**src/rtl/seg7_pkg.sv**
```systemverilog
// Shared constants and types for the score display: segment patterns,
// conversion FSM states, BCD digit bundle and scan digit indices.
package seg7_pkg;

    // Active-low segment patterns {g,f,e,d,c,b,a}; entry 0 is digit "0".
    // Codes 10..15 never occur in a valid BCD digit and show blank.
    localparam logic [15:0][6:0] SEG_LUT = {
        7'h7F, 7'h7F, 7'h7F, 7'h7F, 7'h7F, 7'h7F,
        7'h10, 7'h00, 7'h78, 7'h02, 7'h12,
        7'h19, 7'h30, 7'h24, 7'h79, 7'h40
    };

    localparam logic [6:0] SEG_BLANK = 7'h7F;
    localparam logic [6:0] SEG_DASH  = 7'b0111111;

    typedef enum logic [1:0] {
        IDLE,
        CONV_L,
        CONV_R,
        COMMIT
    } conv_state_t;

    typedef struct packed {
        logic       ovf;
        logic [3:0] tens;
        logic [3:0] units;
    } bcd_t;

    localparam logic [1:0] DIG_RU = 2'd0;
    localparam logic [1:0] DIG_RT = 2'd1;
    localparam logic [1:0] DIG_LU = 2'd2;
    localparam logic [1:0] DIG_LT = 2'd3;

    // Pattern for one digit position of one side of the score.
    function automatic logic [6:0] digit_seg(bcd_t v, logic is_tens);
        logic [6:0] s;
        s = SEG_LUT[v.units];
        if (v.ovf)
            s = SEG_DASH;
        else if (is_tens)
            s = (v.tens == 4'd0) ? SEG_BLANK : SEG_LUT[v.tens];
        return s;
    endfunction

endpackage

```
**src/rtl/seg7_score_scan_bin2bcd.sv**
```systemverilog
// Sequential subtractive binary-to-BCD converter for 0..99.
// Ports: clk, rst, start/val (load a new value), tens/units/ovf result.
module bin2bcd_seq
    import seg7_pkg::*;
(
    input  logic       clk,
    input  logic       rst,
    input  logic       start,
    input  logic [6:0] val,
    output logic [3:0] tens,
    output logic [3:0] units,
    output logic       ovf
);

    logic [6:0] work;

    // One subtraction of ten per cycle; stops by itself once the
    // remainder is a single digit, so the result then holds steady.
    always_ff @(posedge clk) begin
        if (rst) begin
            work <= '0;
            tens <= '0;
            ovf  <= 1'b0;
        end else if (start) begin
            work <= val;
            tens <= '0;
            ovf  <= (val > 7'd99);
        end else if (work >= 7'd10) begin
            work <= work - 7'd10;
            tens <= tens + 4'd1;
        end
    end

    assign units = work[3:0];

endmodule

```
**src/rtl/seg7_score_scan.sv**
```systemverilog
// Four-digit multiplexed score display: BCD conversion FSM, display
// registers, digit scan, winner blink and registered an/seg/dp/busy.
module seg7_score_scan
    import seg7_pkg::*;
#(
    parameter int DIGIT_CYCLES = 100_000,
    parameter int BLINK_CYCLES = 25_000_000
) (
    input  logic       clk,
    input  logic       rst,
    input  logic [6:0] score_l,
    input  logic [6:0] score_r,
    input  logic       load,
    input  logic       win_l,
    input  logic       win_r,
    output logic       busy,
    output logic [3:0] an,
    output logic [6:0] seg,
    output logic       dp
);

    localparam int SW = (DIGIT_CYCLES > 1) ? $clog2(DIGIT_CYCLES) : 1;
    localparam int BW = (BLINK_CYCLES > 1) ? $clog2(BLINK_CYCLES) : 1;
    localparam logic [SW-1:0] S_LAST = SW'(DIGIT_CYCLES - 1);
    localparam logic [BW-1:0] B_LAST = BW'(BLINK_CYCLES - 1);

    conv_state_t   state, state_n;
    logic [3:0]    step, step_n;
    logic [6:0]    sr_q;
    bcd_t          pl, dl, dr, dl_n, dr_n, cv, side;
    logic          conv_start, cap_l, commit;
    logic [6:0]    conv_val;
    logic [3:0]    cv_tens, cv_units;
    logic          cv_ovf;

    logic [SW-1:0] scnt, scnt_n;
    logic [1:0]    dig, dig_n;
    logic [BW-1:0] bcnt, bcnt_n;
    logic          phase, phase_n, win_s;
    logic [3:0]    an_d;
    logic [6:0]    seg_d;
    logic          dp_d;

    bin2bcd_seq u_conv (
        .clk   (clk),
        .rst   (rst),
        .start (conv_start),
        .val   (conv_val),
        .tens  (cv_tens),
        .units (cv_units),
        .ovf   (cv_ovf)
    );

    assign cv = {cv_ovf, cv_tens, cv_units};

    // A load in any state restarts conversion of the new pair. The left
    // result is final after nine steps, so the tenth CONV_L cycle both
    // captures it and restarts the converter on the right score.
    always_comb begin
        state_n    = state;
        step_n     = step;
        conv_start = 1'b0;
        conv_val   = score_l;
        cap_l      = 1'b0;
        commit     = 1'b0;
        if (load) begin
            state_n    = CONV_L;
            step_n     = '0;
            conv_start = 1'b1;
        end else begin
            unique case (state)
                IDLE: ;
                CONV_L: begin
                    if (step == 4'd9) begin
                        state_n    = CONV_R;
                        step_n     = '0;
                        conv_start = 1'b1;
                        conv_val   = sr_q;
                        cap_l      = 1'b1;
                    end else begin
                        step_n = step + 4'd1;
                    end
                end
                CONV_R: begin
                    if (step == 4'd9) begin
                        state_n = COMMIT;
                        step_n  = '0;
                    end else begin
                        step_n = step + 4'd1;
                    end
                end
                COMMIT: begin
                    commit  = 1'b1;
                    state_n = IDLE;
                end
            endcase
        end
    end

    // Display, scan and blink next values; the output registers are
    // loaded from these so a commit shows up in the very next cycle.
    always_comb begin
        dl_n = dl;
        dr_n = dr;
        if (commit) begin
            dl_n = pl;
            dr_n = cv;
        end
        scnt_n  = (scnt == S_LAST) ? '0 : scnt + 1'b1;
        dig_n   = (scnt == S_LAST) ? dig + 2'd1 : dig;
        bcnt_n  = (bcnt == B_LAST) ? '0 : bcnt + 1'b1;
        phase_n = (bcnt == B_LAST) ? ~phase : phase;

        side  = dig_n[1] ? dl_n : dr_n;
        win_s = dig_n[1] ? win_l : win_r;
        an_d  = ~(4'b0001 << dig_n);
        seg_d = digit_seg(side, dig_n == DIG_LT || dig_n == DIG_RT);
        dp_d  = (dig_n != DIG_LU);
        if (phase_n && win_s) begin
            seg_d = SEG_BLANK;
            dp_d  = 1'b1;
        end
    end

    always_ff @(posedge clk) begin
        if (rst) begin
            state <= IDLE;
            step  <= '0;
            sr_q  <= '0;
            pl    <= '0;
            dl    <= '0;
            dr    <= '0;
            scnt  <= '0;
            dig   <= DIG_RU;
            bcnt  <= '0;
            phase <= 1'b0;
            an    <= 4'b1110;
            seg   <= SEG_LUT[0];
            dp    <= 1'b1;
            busy  <= 1'b0;
        end else begin
            state <= state_n;
            step  <= step_n;
            if (load)
                sr_q <= score_r;
            if (cap_l)
                pl <= cv;
            dl    <= dl_n;
            dr    <= dr_n;
            scnt  <= scnt_n;
            dig   <= dig_n;
            bcnt  <= bcnt_n;
            phase <= phase_n;
            an    <= an_d;
            seg   <= seg_d;
            dp    <= dp_d;
            busy  <= (state_n != IDLE);
        end
    end

endmodule
```
**config.mk**
```make
export PLATFORM = sky130hd
export DESIGN_NAME = seg7_score_scan
export DESIGN_NICKNAME = d
export VERILOG_FILES = /design/src/rtl/seg7_pkg.sv /design/src/rtl/seg7_score_scan_bin2bcd.sv /design/src/rtl/seg7_score_scan.sv
export SDC_FILE = /design/constraint.sdc
export NUM_CORES = 1
export LEC_CHECK = 0
export BUFFER_PORTS_ARGS = -buffer_cell sky130_fd_sc_hd__buf_2
export CAP_MARGIN = 10
export CORE_ASPECT_RATIO = 0.5
export CORE_MARGIN = 2
export CORE_UTILIZATION = 65
export DETAILED_ROUTE_END_ITERATION = 6
export GPL_ROUTABILITY_DRIVEN = 0
export PLACE_DENSITY = 0.84
export SLEW_MARGIN = 20
export SYNTH_ARGS = -nofsm -noshare
export SYNTH_HDL_FRONTEND = slang
export SYNTH_SLANG_ARGS = --single-unit
```
**constraint.sdc**
```tcl
create_clock -name clk -period 8.78 [get_ports clk]
set_input_delay 1.756 -clock clk [delete_from_list [all_inputs] [get_ports clk]]
set_output_delay 1.756 -clock clk [all_outputs]
set_load 0.01 [all_outputs]
```
==> impl.org <==
** Status
- The run finished with clean final reports.

** Synthesis
- Synthesis produced a netlist with a net count of about 650.
- sky130_fd_sc_hd__dfxtp_1 takes more of the synthesized area than any other cell.
- Yosys warnings :: 0
- Share of the synthesized area in the top cell type :: 0.4194
- Fraction of synthesis flops using an asynchronous set or reset pin :: 0
- Post-synthesis cell type count :: between 60 and 70
- Netlist area before placement :: between 5000 and 6000 um^2
- Post-Synthesis Mean Instance Area :: between 8 and 9 um^2
- Gate Count Post-Synth :: 611
- For this run, the leading register cell type out of synthesis is sky130_fd_sc_hd__dfxtp_1.
- The synthesized design contains 110 register bits.
- For this run, the register share of the synthesized area comes to 0.4194.
- Top post-synthesis cells by area :: sky130_fd_sc_hd__dfxtp_1, sky130_fd_sc_hd__nor2_1, sky130_fd_sc_hd__nand2_1, sky130_fd_sc_hd__xor2_1, sky130_fd_sc_hd__ha_1
- In this run, synthesis inferred 0 flip-flops with an integrated enable.

** STA
- The number of pins with negative max-slew slack in the final report came to 0.
- After routing, the total negative slack on setup checks comes to 0 ns.
- Least-Margin Pin Slew :: 0.9124 ns
- Dividing the final minimum period by the clock period gives 0.4546.
- The clock arrives with 0.005645 ns of skew.
- Max-Slew Margin vs Limit :: 0.3918
- For this run, the top clock speed supported by timing is between 200 and 300 MHz.
- Final Hold Violating Endpoints :: 0
- RSZ-0062 raised after global routing :: false
- Final critical path time including I/O delays and setup :: 3.992 ns
- Setup violations remaining at the end of the flow were counted as 0.
- Hold is met by between 0.4 and 0.5 ns.

** Clock network
- Post-cts hold buffer count :: 0
- In this run the deepest clock path goes through 2 buffers.
- Post-CTS setup repair buffer count :: 0
- TritonCTS built the clock tree.
- The clock drives 110 sinks.
- The clock reaches the later pin of the worst-skew pair after around 0.34 ns.
- Clock-pin slew reported for the worst setup and hold paths after clock tree synthesis :: 0.07 ns
- Library cell used as clock root buffer :: sky130_fd_sc_hd__clkbuf_16
- The H-tree was split into 3 levels.
- Number of buffers added by the clock tree synthesis step :: 9
- Quantity of gates resized following cts :: 0

** Die
- Core Region :: around 8000 um^2
- Die width :: between 100 and 150 um
- The floorplan has 23 rows.
- Total die area :: 8856 um^2
- Initial standard-cell utilization of the core :: 0.6634
- Die Y :: ~68 um
- 32 I/O pins were placed.

** Drt
- For this run, design rule violations remaining after detail routing come to 0.
- Using the TritonRoute via totals, the vias-per-cell ratio works out to 5.700.
- Summed over all layers, the routed wires come to between 10000 and 15000 um.
- For this block, the via count after detailed routing is 4269.
- The first TritonRoute pass finished after 5 iterations.
- In the final routed layout, each cell accounts on average for approximately 14 um.
- Number of violations reported at the end of detailed-routing iteration 0 :: 258
- Antenna violation net count after detailed routing :: 0

** Critical path
- Cell with the largest stage delay on the worst path :: sky130_fd_sc_hd__nand2b_2
- R2r worst-path depth :: 12
- In this run the critical register-to-register path is launched from scnt[0]$_SDFF_PP0_.
- STA classifies the critical path startpoint as an input port.
- Most common cell type on the critical path :: sky130_fd_sc_hd__a211oi_1
- Arrival time reported for the critical path endpoint :: 4.18 ns
- Maximum fanout along the worst path :: 28
- Counting both buffers and inverters, the worst setup path holds a total of 1.
- On the worst path, the slowest cell contributes a delay of a little under 0.6 ns.
- Required time reported for the critical path endpoint :: 8.97 ns
- The critical path in this run is classified as input port to flop.
- On the critical path the largest part of the delay comes from compound AO/OA/AOI/OAI gates.
- Reg-to-reg setup timing slack :: between 5 and 6 ns
- In this run the critical register-to-register path is captured at seg[4]$_SDFF_PP0_.
- Crit-path cells :: buf_2 > nand2b_2 > nand2_1 > a211oi_1 > nor2_2 > a21o_1 > a211oi_1 > a221oi_1
- Critical Path End Type :: flop

** Pwr
- Cell leakage power :: 0.002193 uW
- Power density over cell area :: 168.3 nW/um^2
- IR drop worst, VDD :: about 0.10 mV

** Global route
- Grt ovf :: 0
- Total routing resource utilization after global routing :: 0.2505
- The via count of the first global-routing pass was 3885.
- Wire length of the first global-routing pass :: 17730 um
- Entering global routing, the biggest net connects 63 pins.
- The initial antenna violation count is 0.

** Final layout
- Layout Area Growth over Synthesis :: 9.652%
- Number of diodes :: 0
- The filler cells instantiated in the layout total 610.
- Share of layout cells above drive strength 1 :: 0.1115
- In the final design database the tool counted between 600 and 700 nets.
- Post-route core utilization :: 0.7274
- Final Instance Area :: roughly 5800 um^2

** Place
- The placed instances occupy a cell area of 5463 um^2.
- In this run the tool buffered the top-level ports with 31 buffer cells.
- Final HPWL DP :: between 7000 and 8000 um

** Run
- Max-cap violations in this run came to 0.

** Worst hold path
- Hold depth :: 2
- Class of the tightest hold or removal check :: flop to flop
- Endpoint with the worst hold slack :: pl[6]$_SDFFE_PP0P_
- The startpoint identified for the worst hold timing path is pl[6]$_SDFFE_PP0P_.
==> metal layers <==
metal | GRT usage | wire length [um] | up-vias
met3 | 0.06456 | 461 | 20
met5 | 0 | 0 | -
li1 | - | - | 2149
met4 | 0.08560 | 191 | 0
met2 | 0.4349 | 4805 | 97
met1 | 0.3128 | 5215 | 2003
==> flip-flops by register name, summed over array words and instances, names as in the netlist <==
signal       flops
busy             1
dl               9
u_conv.work      7
state            2
u_conv.ovf       1
scnt            17
phase            1
pl               9
dp               1
u_conv.tens      4
dig              2
step             4
bcnt            25
dr               9
seg              7
sr_q             7
an               4
==> placed cells by master, fill, tap and decap left out, types with 4 or more instances in the layout <==
cell type,instances
sky130_fd_sc_hd__o21ai_0,18
sky130_fd_sc_hd__mux2i_1,18
sky130_fd_sc_hd__and2_1,8
sky130_fd_sc_hd__nand4_1,9
sky130_fd_sc_hd__nand3_1,24
sky130_fd_sc_hd__or3_1,9
sky130_fd_sc_hd__xor2_1,30
sky130_fd_sc_hd__nor3_1,7
sky130_fd_sc_hd__a311oi_1,4
sky130_fd_sc_hd__nand2_1,75
sky130_fd_sc_hd__a21oi_1,41
sky130_fd_sc_hd__nor2_1,91
sky130_fd_sc_hd__clkbuf_16,9
sky130_fd_sc_hd__nor2b_1,4
sky130_fd_sc_hd__a221oi_1,5
sky130_fd_sc_hd__nand2b_1,4
sky130_fd_sc_hd__a211oi_1,5
sky130_fd_sc_hd__ha_1,18
sky130_fd_sc_hd__or2_2,5
sky130_fd_sc_hd__and3_1,4
sky130_fd_sc_hd__o211ai_1,5
sky130_fd_sc_hd__a31oi_1,4
sky130_fd_sc_hd__dfxtp_1,110
sky130_fd_sc_hd__buf_2,31
sky130_fd_sc_hd__xnor2_1,16
sky130_fd_sc_hd__inv_1,20
==> logic make-up after synthesis <==
family | Yosys count | share of synthesized area
AO/OA/AOI/OAI | 103 | 0.1263
XOR/XNOR | 46 | 0.07674
adder cells (fa/ha/maj) | 18 | 0.04290
buffers and inverters | 43 | 0.03289
flip-flops | 110 | 0.4194
multiplexers | 23 | 0.05219
AND/OR/NAND/NOR | 268 | 0.2495
==> Yosys cell counts (3+ instances only) <==
cell type	instances
sky130_fd_sc_hd__nor3_1	7
sky130_fd_sc_hd__and3_1	4
sky130_fd_sc_hd__nor2_1	91
sky130_fd_sc_hd__xor2_1	30
sky130_fd_sc_hd__nor3b_1	3
sky130_fd_sc_hd__ha_1	18
sky130_fd_sc_hd__buf_1	3
sky130_fd_sc_hd__clkbuf_1	18
sky130_fd_sc_hd__mux2i_1	18
sky130_fd_sc_hd__nor4bb_1	3
sky130_fd_sc_hd__a211oi_1	5
sky130_fd_sc_hd__a311oi_1	4
sky130_fd_sc_hd__nand2_1	75
sky130_fd_sc_hd__a21oi_1	41
sky130_fd_sc_hd__and4_1	3
sky130_fd_sc_hd__or3_1	9
sky130_fd_sc_hd__a31oi_1	4
sky130_fd_sc_hd__o211ai_1	5
sky130_fd_sc_hd__inv_1	20
sky130_fd_sc_hd__mux4_2	3
sky130_fd_sc_hd__nand2b_1	5
sky130_fd_sc_hd__a211o_1	3
sky130_fd_sc_hd__dfxtp_1	110
sky130_fd_sc_hd__or2_2	5
sky130_fd_sc_hd__and2_1	8
sky130_fd_sc_hd__nor4_1	3
sky130_fd_sc_hd__nand3_1	24
sky130_fd_sc_hd__nand4_1	9
sky130_fd_sc_hd__o21ai_0	18
sky130_fd_sc_hd__xnor2_1	16
sky130_fd_sc_hd__nor2b_1	4
sky130_fd_sc_hd__a221oi_1	5
==> cell type report <==
cell class	count	area, um^2	area share
inverters	20	75.07	0.01304
multi-input cells	458	2878	0.4999
well taps	112	140.1	0.02434
repair buffers	33	170.2	0.02956
flip-flops and latches	110	2202	0.3825
clock buffers	11	232.7	0.04043
clock inverters	5	58.81	0.01022
==> per-stage QoR <==
stage / setup WS [ns] / instances / power, uW
3_3_place_gp: 4.234 / 733 / 578.6
3_5_place_dp: 4.097 / 733 / 580.6
6_report: 4.788 / 749 / 969.1
5_1_grt: 4.543 / 749 / 1005
4_1_cts: 4.444 / 749 / 974.2
2_1_floorplan: 4.792 / 611 / 566.4
==> tightest hold or removal path, delay by kind of cell, from the launching register on <==
family,cells,cell delay [ns]
AO/OA/AOI/OAI,1,0.05
AND/OR/NAND/NOR,1,0.05
flip-flops,1,0.31
==> power by group <==
| part | internal (uW) | leakage (uW) | switching [uW] |
|---|---|---|---|
| combinational | 21.1 | 0.00117 | 30.5 |
| sequential | 508 | 0.000891 | 10.2 |
| clock | 222 | 0.000136 | 177 |
==> worst max path at each step <==
stage               from                 to  slack (ns)  depth (start not counted)
CTS                 load  seg[2]$_SDFF_PP0_        4.44                          8
global route        load  seg[1]$_SDFF_PP0_        4.54                          8
detailed placement  load  seg[1]$_SDFF_PP0_        4.10                          8
floorplan           load  seg[6]$_SDFF_PP1_        4.79                         11
global placement    load  seg[1]$_SDFF_PP0_        4.23                          8
finish              load  seg[1]$_SDFF_PP0_        4.79                          8
Note: power is estimated with default switching activity, not from simulation.
